**src/rtl/div_seq_ctrl.sv**
```systemverilog
// rtl/div_seq_ctrl.sv - sequenced restoring divider for DIV/DIVU, one quotient bit per clock
// Optional early-out when |dividend| < |divisor|: define DIV_EARLY_OUT_EN.
module div_seq_ctrl #(
  parameter int WIDTH = 32
) (
  input  logic             clk,
  input  logic             reset,
  input  logic             start,
  input  logic             is_signed,
  input  logic [WIDTH-1:0] dividend,
  input  logic [WIDTH-1:0] divisor,
  output logic             busy,
  output logic             done,
  output logic [WIDTH-1:0] q,
  output logic [WIDTH-1:0] r,
  output logic             div_by_zero
);
  localparam int CW = $clog2(WIDTH + 1);
  localparam logic [CW-1:0] LAST_STEP = CW'(WIDTH - 1);

  typedef enum logic [1:0] {S_IDLE, S_RUN, S_FIX, S_DONE} state_t;

  state_t             state_q, state_d;
  logic [2*WIDTH-1:0] acc_q, acc_d;
  logic [WIDTH-1:0]   dvsr_q, dvsr_d;
  logic [CW-1:0]      cnt_q, cnt_d;
  logic               qneg_q, qneg_d;
  logic               rneg_q, rneg_d;
  logic [WIDTH-1:0]   q_q, q_d;
  logic [WIDTH-1:0]   r_q, r_d;
  logic               dbz_q, dbz_d;

  logic               a_neg, b_neg;
  logic [WIDTH-1:0]   a_mag, b_mag;
  logic [WIDTH:0]     rem_shift;
  logic [WIDTH-1:0]   rem_sub;
  logic               step_ge;

  always_comb begin
    a_neg = is_signed & dividend[WIDTH-1];
    b_neg = is_signed & divisor[WIDTH-1];
    a_mag = a_neg ? -dividend : dividend;
    b_mag = b_neg ? -divisor : divisor;
  end

  // The shifted partial remainder can exceed WIDTH bits, so compare at WIDTH+1.
  always_comb begin
    rem_shift = acc_q[2*WIDTH-1:WIDTH-1];
    step_ge   = rem_shift >= {1'b0, dvsr_q};
    rem_sub   = rem_shift[WIDTH-1:0] - dvsr_q;
  end

  always_comb begin
    state_d = state_q;
    acc_d   = acc_q;
    dvsr_d  = dvsr_q;
    cnt_d   = cnt_q;
    qneg_d  = qneg_q;
    rneg_d  = rneg_q;
    q_d     = q_q;
    r_d     = r_q;
    dbz_d   = dbz_q;
    case (state_q)
      S_IDLE: begin
        if (start) begin
          dbz_d  = 1'b0;
          qneg_d = a_neg ^ b_neg;
          rneg_d = a_neg;
          dvsr_d = b_mag;
          acc_d  = {{WIDTH{1'b0}}, a_mag};
          cnt_d  = '0;
          if (divisor == '0) begin
            state_d = S_DONE;
            q_d     = '1;
            r_d     = dividend;
            dbz_d   = 1'b1;
          end
`ifdef DIV_EARLY_OUT_EN
          else if (a_mag < b_mag) begin
            state_d = S_DONE;
            q_d     = '0;
            r_d     = dividend;
          end
`endif
          else begin
            state_d = S_RUN;
          end
        end
      end
      S_RUN: begin
        acc_d = {(step_ge ? rem_sub : rem_shift[WIDTH-1:0]), acc_q[WIDTH-2:0], step_ge};
        cnt_d = cnt_q + CW'(1);
        if (cnt_q == LAST_STEP) state_d = S_FIX;
      end
      S_FIX: begin
        q_d     = qneg_q ? -acc_q[WIDTH-1:0] : acc_q[WIDTH-1:0];
        r_d     = rneg_q ? -acc_q[2*WIDTH-1:WIDTH] : acc_q[2*WIDTH-1:WIDTH];
        state_d = S_DONE;
      end
      S_DONE:  state_d = S_IDLE;
      default: state_d = S_IDLE;
    endcase
  end

  always_ff @(posedge clk) begin
    if (reset) begin
      state_q <= S_IDLE;
      acc_q   <= '0;
      dvsr_q  <= '0;
      cnt_q   <= '0;
      qneg_q  <= 1'b0;
      rneg_q  <= 1'b0;
      q_q     <= '0;
      r_q     <= '0;
      dbz_q   <= 1'b0;
    end else begin
      state_q <= state_d;
      acc_q   <= acc_d;
      dvsr_q  <= dvsr_d;
      cnt_q   <= cnt_d;
      qneg_q  <= qneg_d;
      rneg_q  <= rneg_d;
      q_q     <= q_d;
      r_q     <= r_d;
      dbz_q   <= dbz_d;
    end
  end

  assign busy        = (state_q == S_RUN) || (state_q == S_FIX);
  assign done        = (state_q == S_DONE);
  assign q           = q_q;
  assign r           = r_q;
  assign div_by_zero = dbz_q;

endmodule

```
**config.mk**
```make
export PLATFORM = sky130hd
export DESIGN_NAME = div_seq_ctrl
export DESIGN_NICKNAME = d
export VERILOG_FILES = /design/src/rtl/div_seq_ctrl.sv
export SDC_FILE = /design/constraint.sdc
export NUM_CORES = 1
export LEC_CHECK = 0
export ABC_CLOCK_PERIOD_IN_PS = 2700
export CAP_MARGIN = 0
export CORE_MARGIN = 8
export CORE_UTILIZATION = 45
export CTS_CLUSTER_DIAMETER = 30
export DETAILED_ROUTE_END_ITERATION = 6
export GPL_ROUTABILITY_DRIVEN = 1
export PLACE_DENSITY = 0.8
export SYNTH_ARGS = -nofsm -noshare
export SYNTH_HDL_FRONTEND = slang
export SYNTH_SLANG_ARGS = --single-unit
```
**constraint.sdc**
```tcl
create_clock -name clk -period 2.7 [get_ports clk]
set_input_delay 0.27 -clock clk [delete_from_list [all_inputs] [get_ports clk]]
set_output_delay 0.27 -clock clk [all_outputs]
set_load 0.02 [all_outputs]
```
==> out/results.txt, run 1 <==
hold depth: 2
FF-to-FF End: q[27]
worst min-delay path class: input pin to flop
Post-route DRC: 0
Max Clock Skew: 0.01138 ns
switching share of power: 42.45%
minimum clock period: 2.828 ns
Max Cap Viol: 0
Routed Antenna Nets: 0
Final Util: 63.95%
Hold Startpoint: reset
GRT Overall Usage: 22.96%
Critical Path End Type: flop
die area: 30,390 sq um
final net count: 1,891
startpoint types: flop
pwr dens: 845.1 nW/um^2
failing checks: setup timing
VDD IR-drop max: 0.4737 mV
Reg clk slew, reported paths: 0.07 ns
Inst Count DP: 2,066
Root Buffer: clkbuf_16
PnR worst setup slack: -0.1277 ns
TNS Setup: -0.4141 ns
TritonCTS buffer count: 17
R2R Setup Slk: -0.13 ns
port buffer count: 134
Seq pwr share: 27.2%
Seq/Total Area, Yosys: 30.35%
cells on worst reg2reg path: 7
total grt overflow: 0
Required @ worst endpoint: 3.04 ns
Post-Syn Area per Cell: 7.550 sq um
clk_lat worst skew: 0.45 ns
first-pass GRT wire length: 58,470 microns
DR vias: 12,450
main combinational cell family by area after synthesis: compound AO/OA/AOI/OAI gates
area share of fa/ha/maj cells after synthesis: 4.725%
type of the worst setup path: flop to flop
DR pass1 iterations: 6
Std-Cell Rows: 58
CP max stage delay: 0.53 ns
synthesized flop and latch total: 171
Netlist cell types: 73
Antenna Diode Count: 0
Yosys warning total: 0
count of non-filler cells in the finished layout: 2,124
Routability Congestion: 0.9024
simple-gate share of the synthesized area: 22.10%
Die Span X: 174.3 microns
Routed WL per cell: 18.01 microns
CP max FO: 4
Buf+Inv Stages, Crit Path: 0
ys flop type: dfxtp_1
H-tree depth: 4
crit path cell chain: or4_4 -> or3_4 -> or4_4 -> or3_4 -> o41ai_4 -> xor2_1 -> a311oi_1
clock sinks: 171
slowest CP cell: or4_4
compound-gate portion of the synthesized area: 25.88%
Synth Instances: 1,494
Starting Density: 45.32%
clock share of power: 19.2%
internal power: 0.007742 W
dpl hpwl: 27,480 microns
syn_nets: 1,604
share of layout cells above drive strength 1: 22.46%
synthesized area: 11,280 sq um
Final Max Tran Viols: 0
RR Startpoint: acc_q[14]
number of synthesized flops with an enable pin: 0
pin count of the biggest net entering global routing: 94
Slew headroom: 28.72%
CP delay by family, top: simple AND/OR/NAND/NOR gates
Comb power frac: 53.6%
Iteration-0 DRC Markers: 1,164
core area: 24,890 sq um
RSZ-0062 raised after global routing: yes
actual slew at the worst max-slew pin: 1.068 ns
P_sw: 0.005711 W
Min-Delay Endpoint: dvsr_q[31]
vias in the first global route: 11,580
CTS tree: yes
share of flip-flops with an asynchronous set or reset: 0%
Lkg Pwr: 6.164 nW
initial antenna violation count: 0
area delta synth->final: 41.12%
Max Freq: 353.6 MHz
Final Hold Vio Count: 0
drt total wl: 38,250 microns
Vias/cell: 5.860
Max Buffers Root-to-Sink: 2
I/O pins: 135
status: complete, but fails checks
post-synthesis xor/xnor area fraction: 10.79%
setup violators final: 13
mux cell area share after synthesis: 0.7210%
period utilization: 104.7%
arrival time at the worst endpoint: 3.17 ns
chip height: 174.3 microns
## cells by family after synthesis
kind of cell,after synthesis
adders and majority gates,42
muxes,8
DFF,171
xor gates and xnor gates,139
and+or+nand+nor,539
AOI/OAI and AO/OA,435
buffers and inverters,160
## worst reg2reg max path, cell delays in order, from the launching register on
cell and delay (ns):
dfxtp_2 0.32, or4_4 0.53, or3_4 0.34, or4_4 0.45, or3_4 0.40, o41ai_4 0.23, xor2_1 0.14, a311oi_1 0.31
## metal layers
metal	up-vias	part of all wire (%)	global-route usage (%)
met5	-	0	0
met4	0	2.7	6.163
met3	86	6.7	4.166
met2	505	49	39.72
met1	5880	41	28.76
li1	5975	-	-
## state kept, by name, summed over array words and instances (netlist names)
register	cells
qneg_q	1
cnt_q	6
rneg_q	1
dvsr_q	32
state_q	2
acc_q	64
r	32
q	32
div_by_zero	1
## power by group through the flow
stage / sequential, W / clock, W / combinational [W]
final: 0.00366 / 0.00258 / 0.00720
after global routing: 0.00374 / 0.00270 / 0.00779
after CTS: 0.00362 / 0.00259 / 0.00650
after detailed placement: 0.00366 / 0 / 0.00631
after global placement: 0.00363 / 0 / 0.00616
after floorplan: 0.00382 / 0 / 0.00356
## how the worst max path moves through the flow
stage	from	to	slack, ns	cells after the start
after floorplan	acc_q[47]	acc_q[47]	0.002	12
after CTS	acc_q[14]	q[27]	-0.08	7
final	acc_q[14]	q[27]	-0.13	7
after global routing	acc_q[14]	q[27]	-0.21	7
after detailed placement	dividend[17]	acc_q[31]	-0.51	9
after global placement	dividend[15]	acc_q[31]	-0.52	9
## per-stage QoR
| step | worst slack (ns) | power [W] | hold slack, ns | area, sq um |
|---|---|---|---|---|
| after floorplan | 0.002182 | 0.007380 | 0.4060 | 11330 |
| after global placement | -0.5219 | 0.009794 | 0.4405 | 14350 |
| after detailed placement | -0.5052 | 0.009972 | 0.4463 | 14350 |
| after CTS | -0.07941 | 0.01271 | 0.2638 | 15150 |
| after global routing | -0.2097 | 0.01423 | 0.3239 | 15920 |
| final | -0.1277 | 0.01345 | 0.2829 | 15920 |
## cells in the final DEF, fill, tap and decap left out, types with 9 or more instances in the layout
master and count:
ha_1 21, o31ai_1 28, inv_1 50, o31ai_4 9, xnor2_1 40, o21ai_0 77
ha_4 17, inv_2 9, buf_4 211, o21a_1 10, a311oi_1 36, xor2_1 96
o211ai_1 17, nand2_1 188, or3_1 12, clkdlybuf4s50_1 132, nor2_1 149, a21oi_1 111
or4_1 11, nor3_1 21, a31oi_1 10, dfxtp_1 150, dfxtp_2 18, clkbuf_16 19
a211oi_1 46, o41ai_1 16, a21o_1 11, nand3_1 61, buf_6 11
## layout make-up
type,instances,area [sq um]
Tap cell,330,412.9
Sequential cell,171,3457
Multi-Input combinational cell,1164,7943
Fill cell,2010,8974
Clock buffer,18,429.2
Inverter,60,227.7
Clock inverter,14,176.4
Timing Repair Buffer,367,3272
## repair_timing
action                     CTS  global route
gates resized for setup     38           122
setup buffers                2            22
hold buffers                 0             0
gates cloned                 0             4
pin swaps                   11            51
setup endpoints to repair   42            78
## Yosys cell counts (7+ instances only)
| cell type | count | area, sq um |
|---|---|---|
| clkbuf_1 | 81 | 304.0 |
| a21o_1 | 11 | 82.58 |
| a32oi_1 | 9 | 78.83 |
| xnor2_1 | 42 | 367.9 |
| or4_1 | 14 | 105.1 |
| nor4_1 | 9 | 56.30 |
| inv_1 | 60 | 225.2 |
| o21a_1 | 10 | 75.07 |
| o21ai_0 | 84 | 420.4 |
| nor3_1 | 24 | 120.1 |
| a21oi_1 | 112 | 560.5 |
| nor2_1 | 153 | 574.3 |
| o41ai_1 | 17 | 148.9 |
| or3_1 | 14 | 87.58 |
| nand4_1 | 8 | 50.05 |
| o211ai_1 | 17 | 127.6 |
| or2_2 | 8 | 50.05 |
| mux2i_1 | 7 | 70.07 |
| a31oi_1 | 11 | 68.82 |
| buf_1 | 9 | 33.78 |
| buf_2 | 10 | 50.05 |
| o31ai_1 | 35 | 262.8 |
| dfxtp_1 | 171 | 3423 |
| nand2b_1 | 8 | 50.05 |
| nand3_1 | 70 | 350.3 |
| a311oi_1 | 36 | 315.3 |
| xor2_1 | 97 | 849.6 |
| nand2_1 | 190 | 713.2 |
| ha_1 | 41 | 513.0 |
| a211oi_1 | 46 | 345.3 |
No activity file was read; power rests on OpenSTA's default activity.
==> run 2: changes to the inputs <==
- CORE_MARGIN: 8 -> 2
==> out/results.txt, run 2 (synthesized netlist as in run 1, its figures left out) <==
status: complete, but fails checks
failing checks: setup timing
Routed Antenna Nets: 0
Final Max Tran Viols: 0
met3 WL: 2383 microns
Std-Cell Rows: 57
Routed WL per cell: 17.87 microns
clock sinks: 171
PnR worst setup slack: -0.09837 ns
Vias/cell: 5.932
Met1 Wirelength: 15,210 microns
startpoint types: flop
CTS tree: yes
Max Buffers Root-to-Sink: 2
Required @ worst endpoint: 3.04 ns
die area: 26,350 sq um
Top reg by flops: acc_q
Post-route DRC: 0
metal2 WL: 19,080 microns
Starting Density: 46.11%
area delta synth->final: 43.89%
first-pass GRT wire length: 56,460 microns
Die Span X: 162.3 microns
Max Freq: 357.4 MHz
pwr dens: 840.2 nW/um^2
commonest non-fill, non-tap cell in the layout: buf_4
I/O pins: 135
number of fill cells in the layout: 1,878
clk_lat worst skew: 0.45 ns
port buffer count: 134
minimum clock period: 2.798 ns
Final Hold Vio Count: 0
initial antenna violation count: 0
CP max stage delay: 0.54 ns
arrival time at the worst endpoint: 3.14 ns
Lkg Pwr: 6.335 nW
Routability Congestion: 0.9336
VDD IR-drop max: 0.4489 mV
hold depth: 2
Critical Path End Type: flop
Buf+Inv Stages, Crit Path: 0
GRT Overall Usage: 26.29%
final net count: 1,898
R2R Setup Slk: -0.1 ns
chip height: 162.3 microns
drt total wl: 37,970 microns
RR Startpoint: acc_q[14]
max reg flops: 64
top layer in use: met4
most frequent cells in the layout: buf_4, nand2_1, nor2_1
crit path cell chain: or4_4 -> or3_4 -> or4_4 -> or3_4 -> o41ai_4 -> xor2_1 -> a311oi_1
setup violators final: 16
Min-Delay Endpoint: r[1]
Max Cap Viol: 0
share of layout cells above drive strength 1: 24.71%
RSZ-0062 raised after global routing: yes
CTS Hold Buffers Added: 0
Pwr Total: 0.01364 W
Slew headroom: 35.53%
DR pass1 iterations: 6
cells on worst reg2reg path: 7
actual slew at the worst max-slew pin: 0.9658 ns
vias in the first global route: 11,400
dpl hpwl: 26,180 microns
DR vias: 12,610
type of the worst setup path: flop to flop
TritonCTS buffer count: 17
worst min-delay path class: input pin to flop
CP delay by family, top: simple AND/OR/NAND/NOR gates
Max Clock Skew: 0.01360 ns
Root Buffer: clkbuf_16
H-tree depth: 4
TNS Setup: -0.6217 ns
pin count of the biggest net entering global routing: 113
core area: 24,460 sq um
Hold Startpoint: reset
Iteration-0 DRC Markers: 1,365
FF-to-FF End: q[27]
slowest CP cell: or4_4
CP max FO: 4
period utilization: 103.6%
total grt overflow: 0
crit path from: acc_q[14]
Antenna Diode Count: 0
Reg clk slew, reported paths: 0.08 ns
==> run 2: cell type report <==
cell class / instances / area (sq um) / share of cell area, %
Inverter: 60 / 227.7 / 1.403
Clock buffer: 18 / 439.2 / 2.706
Tap cell: 324 / 405.4 / 2.498
Timing Repair Buffer: 374 / 3373 / 20.78
Clock inverter: 14 / 167.7 / 1.033
Multi-Input combinational cell: 1164 / 8158 / 50.26
Sequential cell: 171 / 3460 / 21.32
==> run 2: worst register-to-register path, stage by stage, from the launching register on <==
cell	delay, ns
dfxtp_1	0.31
or4_4	0.54
or3_4	0.34
or4_4	0.44
or3_4	0.39
o41ai_4	0.23
xor2_1	0.14
a311oi_1	0.30
==> run 2: timing repair <==
| item | CTS | global route |
|---|---|---|
| gates resized for setup | 71 | 140 |
| gates cloned | 3 | 2 |
| buffers inserted | 8 | 17 |
| pin swaps | 28 | 49 |
| endpoints found under the setup margin | 55 | 96 |
==> run 2: power breakdown <==
group	switching, W	internal [W]	leakage, nW
clock	0.00122	0.00136	0.298
combinational	0.00411	0.00328	4.63
sequential	0.000549	0.00312	1.40
total	0.00588	0.00776	6.33
==> run 2: worst max path at each step <==
| stage | to | slack, ns | cells past startpoint |
|---|---|---|---|
| 2_1_floorplan | acc_q[47] | 0.002 | 12 |
| 3_3_place_gp | q[20] | -0.41 | 10 |
| 3_5_place_dp | q[29] | -0.51 | 10 |
| 4_1_cts | q[26] | -0.12 | 9 |
| 5_1_grt | acc_q[32] | -0.18 | 13 |
| 6_report | q[27] | -0.1 | 7 |
==> run 2: routing by layer <==
layer	up-vias	GRT usage [%]
li1	6006	-
met1	5971	32.58
met2	536	46.75
met3	92	3.703
met4	0	8.970
met5	-	0
==> run 2: stage by stage <==
stage                     cell area (sq um)  cells  util, %  setup slack [ns]  hold WS, ns
after floorplan                       11330   1494        -          0.002182       0.4060
after global placement                14380   2065    58.79           -0.4147       0.4402
after detailed placement              14380   2065    58.79           -0.5129       0.4460
after CTS                             15420   2106    63.04           -0.1169       0.2269
after global routing                  16230   2125    66.35           -0.1802       0.2619
final                                 16230   2125    66.35          -0.09837       0.2429
